$ cat config.mk
export PLATFORM = sky130hd
export DESIGN_NAME = matriz_scan_decoder
export DESIGN_NICKNAME = d
export VERILOG_FILES = /design/src/rtl/matriz_scan_decoder.sv
export SDC_FILE = /design/constraint.sdc
export NUM_CORES = 1
export LEC_CHECK = 0
export CAP_MARGIN = 5
export CORE_AREA = 2 2 133 109
export CTS_CLUSTER_DIAMETER = 200
export DETAILED_ROUTE_END_ITERATION = 16
export DIE_AREA = 0 0 135 111
export GPL_ROUTABILITY_DRIVEN = 0
export SYNTH_ARGS = -nofsm -noshare
export SYNTH_HDL_FRONTEND = slang
export SYNTH_SLANG_ARGS = --single-unit
$ cat constraint.sdc
create_clock -name CLK -period 7.8 [get_ports CLK]
set_clock_uncertainty 0.15 [all_clocks]
set_input_delay 2.34 -clock CLK [delete_from_list [all_inputs] [get_ports CLK]]
set_output_delay 2.34 -clock CLK [all_outputs]
set_load 0.1 [all_outputs]
$ cat src/rtl/matriz_scan_decoder.sv
// Receive side of the 5x7 matrix scan: rebuilds the frame from L/C lines.
// Publishes frame with valid strobe, lock flag, error pulse and counter.
module matriz_scan_decoder #(
  parameter int unsigned STABLE_CYCLES    = 4,
  parameter int unsigned TIMEOUT_CYCLES   = 65535,
  parameter bit          INPUT_ACTIVE_LOW = 1'b0
) (
  input  logic        CLK,
  input  logic        RST,
  input  logic [4:0]  L,
  input  logic [6:0]  C,
  output logic [34:0] frame,
  output logic        frame_valid,
  output logic        locked,
  output logic        error,
  output logic [7:0]  frame_cnt
);

  localparam int SW = $clog2(STABLE_CYCLES + 1);
  localparam int IW = $clog2(TIMEOUT_CYCLES + 1);
  localparam logic [SW-1:0] SMAX = SW'(STABLE_CYCLES);
  localparam logic [SW-1:0] SONE = SW'(1);
  localparam logic [IW-1:0] TMAX = IW'(TIMEOUT_CYCLES);

  typedef enum logic {
    HUNT,
    CAPTURE
  } state_t;

  state_t        state;
  logic [11:0]   sync1;
  logic [11:0]   sync2;
  logic [11:0]   prev;
  logic [11:0]   sample;
  logic [SW-1:0] stab_cnt;
  logic [SW-1:0] stab_nxt;
  logic          slot_done;
  logic [IW-1:0] idle;
  logic [IW-1:0] idle_inc;
  logic [2:0]    exp_row;
  logic [34:0]   shadow;
  logic          pend;
  logic          err_hold;

  logic [4:0]    lpart;
  logic [6:0]    cpart;
  logic          lchg;
  logic          chg;
  logic          accept;
  logic [2:0]    row;
  logic          onehot;
  logic          timeout;
  logic          err_evt;
  logic          err_out;

  function automatic logic [34:0] put_row(
    input logic [34:0] f,
    input logic [2:0]  r,
    input logic [6:0]  v
  );
    logic [34:0] o;
    o = f;
    case (r)
      3'd0:    o[6:0]   = v;
      3'd1:    o[13:7]  = v;
      3'd2:    o[20:14] = v;
      3'd3:    o[27:21] = v;
      3'd4:    o[34:28] = v;
      default: o = f;
    endcase
    return o;
  endfunction

  always_comb begin
    sample = INPUT_ACTIVE_LOW ? ~sync2 : sync2;
    lpart  = sample[11:7];
    cpart  = sample[6:0];
    lchg   = lpart != prev[11:7];
    chg    = sample != prev;
  end

  always_comb begin
    stab_nxt = stab_cnt;
    if (chg)
      stab_nxt = SONE;
    else if (stab_cnt != SMAX)
      stab_nxt = stab_cnt + 1'b1;
  end

  // slot_done only blocks while L is unchanged, so a new slot is never masked
  always_comb begin
    accept = (stab_nxt == SMAX)
           && (lpart != 5'd0)
           && !(slot_done && !lchg);
  end

  always_comb begin
    row    = 3'd0;
    onehot = 1'b1;
    case (lpart)
      5'b00001: row = 3'd0;
      5'b00010: row = 3'd1;
      5'b00100: row = 3'd2;
      5'b01000: row = 3'd3;
      5'b10000: row = 3'd4;
      default:  onehot = 1'b0;
    endcase
  end

  always_comb begin
    idle_inc = idle + 1'b1;
    timeout  = (state == CAPTURE) && (idle_inc == TMAX);
    err_evt  = 1'b0;
    if (accept)
      err_evt = !onehot
             || ((state == CAPTURE) && (row != exp_row));
    else
      err_evt = timeout;
    err_out = err_evt | err_hold;
  end

  always_ff @(posedge CLK or posedge RST) begin
    if (RST) begin
      sync1     <= '0;
      sync2     <= '0;
      prev      <= '0;
      stab_cnt  <= '0;
      slot_done <= 1'b0;
    end else begin
      sync1     <= {L, C};
      sync2     <= sync1;
      prev      <= sample;
      stab_cnt  <= stab_nxt;
      slot_done <= accept | (slot_done & ~lchg);
    end
  end

  // an error landing on the commit cycle is delayed one clock
  always_ff @(posedge CLK or posedge RST) begin
    if (RST) begin
      state       <= HUNT;
      exp_row     <= 3'd0;
      shadow      <= '0;
      idle        <= '0;
      pend        <= 1'b0;
      err_hold    <= 1'b0;
      frame       <= '0;
      frame_valid <= 1'b0;
      locked      <= 1'b0;
      error       <= 1'b0;
      frame_cnt   <= 8'd0;
    end else begin
      pend        <= 1'b0;
      frame_valid <= pend;
      err_hold    <= err_out & pend;
      error       <= err_out & ~pend;

      if (accept || timeout || state == HUNT)
        idle <= '0;
      else
        idle <= idle_inc;

      if (pend) begin
        frame     <= shadow;
        frame_cnt <= frame_cnt + 8'd1;
        locked    <= 1'b1;
      end else if (err_out) begin
        locked    <= 1'b0;
      end

      if (accept) begin
        if (!onehot) begin
          state  <= HUNT;
          shadow <= '0;
        end else if (state == HUNT) begin
          if (row == 3'd0) begin
            shadow  <= put_row(shadow, 3'd0, cpart);
            exp_row <= 3'd1;
            state   <= CAPTURE;
          end
        end else if (row == exp_row) begin
          shadow <= put_row(shadow, row, cpart);
          if (exp_row == 3'd4) begin
            exp_row <= 3'd0;
            pend    <= 1'b1;
          end else begin
            exp_row <= exp_row + 3'd1;
          end
        end else if (row == 3'd0) begin
          shadow  <= put_row(shadow, 3'd0, cpart);
          exp_row <= 3'd1;
        end else begin
          state <= HUNT;
        end
      end else if (timeout) begin
        state <= HUNT;
      end
    end
  end

endmodule

==> metrics.md <==
| Metric | Value |
|---|---|
| Worst slew pin tran | 1.06 ns |
| Ports | 60 |
| Maxcap violations | 0 |
| Syn Nets | 489 |
| Post-synthesis mux area share | 0.0862 |
| Ys Warns | 0 |
| CP bufs+invs | 1 |
| Synth async-reset ratio | 1.00 |
| Peak VDD IR | 0.000151 V |
| Outcome | completed |
| Most common cell after layout, fill and taps aside | dfrtp_1 |
| Synth Area in XOR/XNOR | 0.0539 |
| Antenna violations before repair | 0 |
| Synth top area share | 0.596 |
| Global-route wire length before repair | 19.6 mm |
| EDFF count, synth | 0 |
| Clk sinks | 143 |
| Critical path type | flip-flop to output pin |
| Sequential area share after synthesis | 0.596 |
| Setup TNS | 0 ns |
| Adder-Cell Fraction of Synth Area | 0.0146 |
| Power per cell area | 220 nW/um^2 |
| Distinct cells, synth | 59 |
| Fin crit period | 4.52 ns |
| Sequential cell area | 3580 um^2 |
| Relative slew margins | 0.295 |
| All-Layer GR Usage | 0.170 |
| WL/cell | 16.0 um |
| PortBufs | 59 |
| Synth area leader | dfrtp_1 |
| Post-CTS resize count | 0 |
| Synth Area in Compound Gates | 0.0869 |
| Clock buffer depth | 2 |
| Crit. End Element | output pin |
| CP Data Arrival Time | 2.03 ns |
| Drt first pass iters | 4 |
| Count of pins over their slew limit | 0 |
| Die Height | 111 um |
| Worst-skew pair later-pin latency | 0.42 ns |
| Core Area | 13,900 um^2 |
| Initial Util | 0.433 |
| Placed Area | 6710 um^2 |
| Worst path max stage delay | 1.17 ns |
| Required time of the worst setup path | 5.31 ns |
| CTS tree | done |
| Final wirelength | 11.6 mm |
| Worst path cell trace | clkdlybuf4s50_1 |
| Post-DP HPWL | 7.71 mm |
| Clk slew on worst S/H paths | 0.06 ns |
| Number of global-route vias before repair | 3,851 |
| CP top delay family | buffers and inverters |
| Fin nets | 546 |
| Worst hold path type | flip-flop to flip-flop |
| Antenna Violating Nets Remaining | 0 |
| Die Width | 135 um |
| Startpoint types | flip-flop |
| Post-synth top flop | dfrtp_1 |
| Worst-path maximum fanout | 6 |
| Number of buffers added for setup after CTS | 0 |
| Tcrit/Tclk final | 0.579 |
| CTS buffer count | 17 |
| Flop2flop setup slack | 4.38 ns |
| Site Rows | 39 |
| Static leakage | 3.18 nW |
| Slowest CP cell | clkdlybuf4s50_1 |
| RSZ-0062 raised after global routing | no |
| Ant diodes | 0 |
| Max frequency | 221 MHz |
| Final Hold Fails | 0 |
| Largest net degree at the start of global routing | 89 |
| # fillers | 1,173 |
| Vias/cell | 5.21 |
| Setup violators final | 0 |
| FF+latch count, synth | 143 |
| Cell area after layout | 7300 um^2 |
| P&R area growth vs syn | 21.6% |
| Die area | 15,000 um^2 |
| Top cells by area, synth | dfrtp_1 (60%), mux2_2 (6.9%), a22o_1 (4.4%) |
| Gate Count Post-Synth | 468 |
| H-tree depth reported by CTS | 4 |
| Synthesized area per cell | 12.8 um^2 |
| # DRC | 0 |
| Iteration-0 DRC count of the detailed router | 336 |
| Multi-input gate area | 2220 um^2 |
| Largest family of logic cells by synthesized area | simple AND/OR/NAND/NOR gates |
| Post-CTS Hold Buffers | 0 |
| Layout cells sized above 1 | 0.171 |
| Root Driver | clkbuf_16 |
| Overall via count from detail_route | 3,758 |
| Gr ovfl total | 0 |
| Most frequent cells in the layout | dfrtp_1 (143), clkdlybuf4s50_1 (59), mux2_2 (37), a22o_1 (30), nor3_1 (26) |
| Post-synthesis simple-gate area fraction | 0.127 |
| Post-synth design cell area | 6010 um^2 |
==> sequential cells by signal (all words and copies together), names as in the netlist, 3 cells and up <==
signal,count
frame,35
stab_cnt,3
sample,12
exp_row,3
prev,12
shadow,35
frame_cnt,8
idle,16
sync1,12
==> cell type report <==
type / count / area share
Clock inverter: 9 / 0.0147
Clock buffer: 22 / 0.0663
Sequential cell: 143 / 0.490
Tap cell: 184 / 0.0315
Multi-Input combinational cell: 284 / 0.304
Timing Repair Buffer: 62 / 0.0839
Inverter: 17 / 0.00942
==> metal layers <==
| metal | part of all wire | track usage | up-vias | routed length [um] |
|---|---|---|---|---|
| li1 | - | - | 1795 | - |
| met1 | 0.49 | 0.241 | 1855 | 5620 |
| met2 | 0.45 | 0.246 | 94 | 5210 |
| met3 | 0.048 | 0.0457 | 14 | 549 |
| met4 | 0.015 | 0.0715 | 0 | 170 |
| met5 | 0 | 0 | - | 0 |
==> report_power, final <==
part | leakage (nW) | internal [mW] | switching (mW) | total [mW]
clock network | 0.288 | 0.502 | 0.302 | 0.805
logic | 0.981 | 0.0136 | 0.0243 | 0.0380
registers | 1.91 | 0.752 | 0.0118 | 0.763
==> cells in the mapped netlist, types with 2 or more instances <==
master and instances:
o21ai_2 5, nor4_1 4, a21oi_1 6, nor2_1 17, nor3b_2 2, o21a_1 2
nand4_1 7, and3_1 5, o21ai_1 4, buf_6 5, o311a_1 2, mux2_2 37
nor3b_1 4, o21ai_0 4, or2_1 2, clkbuf_1 7, or3_1 2, xnor2_1 17
a22o_1 30, nand2b_1 2, o41ai_1 3, buf_2 8, and4b_1 2, xor2_1 20
nor2b_1 2, dfrtp_1 143, ha_1 7, inv_1 17, buf_4 3, nand2_1 22
and2_1 3, and3b_1 3, a31oi_1 2, mux2i_1 9, nor4_2 3, nor3_1 26
nand3_1 9
==> worst paths after layout <==
kind | start | to | depth (start not counted)
worst max-delay path | frame_cnt[0] | frame_cnt[0] | 1
worst min-delay path | sync1[8] | sample[8] | 0
worst max register to register | sample[11] | state | 6
worst min register to register | sync1[8] | sample[8] | 0
max in group asynchronous | RST | frame[18] | 3
min in group asynchronous | RST | sync1[8] | 2
==> per-stage QoR <==
| stage | power [mW] | worst slack [ns] | utilization | hold WS, ns | std cells |
|---|---|---|---|---|---|
| 4_1_cts | 1.62 | 3.26 | 0.527 | 0.197 | 721 |
| 3_5_place_dp | 0.816 | 3.45 | 0.484 | 0.185 | 690 |
| 6_report | 1.61 | 3.28 | 0.527 | 0.196 | 721 |
| 5_1_grt | 1.66 | 3.22 | 0.527 | 0.203 | 721 |
| 2_1_floorplan | 0.800 | 1.47 | - | 0.181 | 468 |
| 3_3_place_gp | 0.815 | 3.50 | 0.484 | 0.184 | 690 |
==> logic make-up (layout without fill, tap and decap cells) <==
group	after synthesis	count (layout)
AO/OA/AOI/OAI	66	66
adder cells (fa/ha/maj)	7	7
AND/OR/NAND/NOR	127	127
multiplexers	47	47
flip-flops	143	143
buffers and inverters	41	110
XOR/XNOR	37	37
Power figures use the tool's default switching activity.
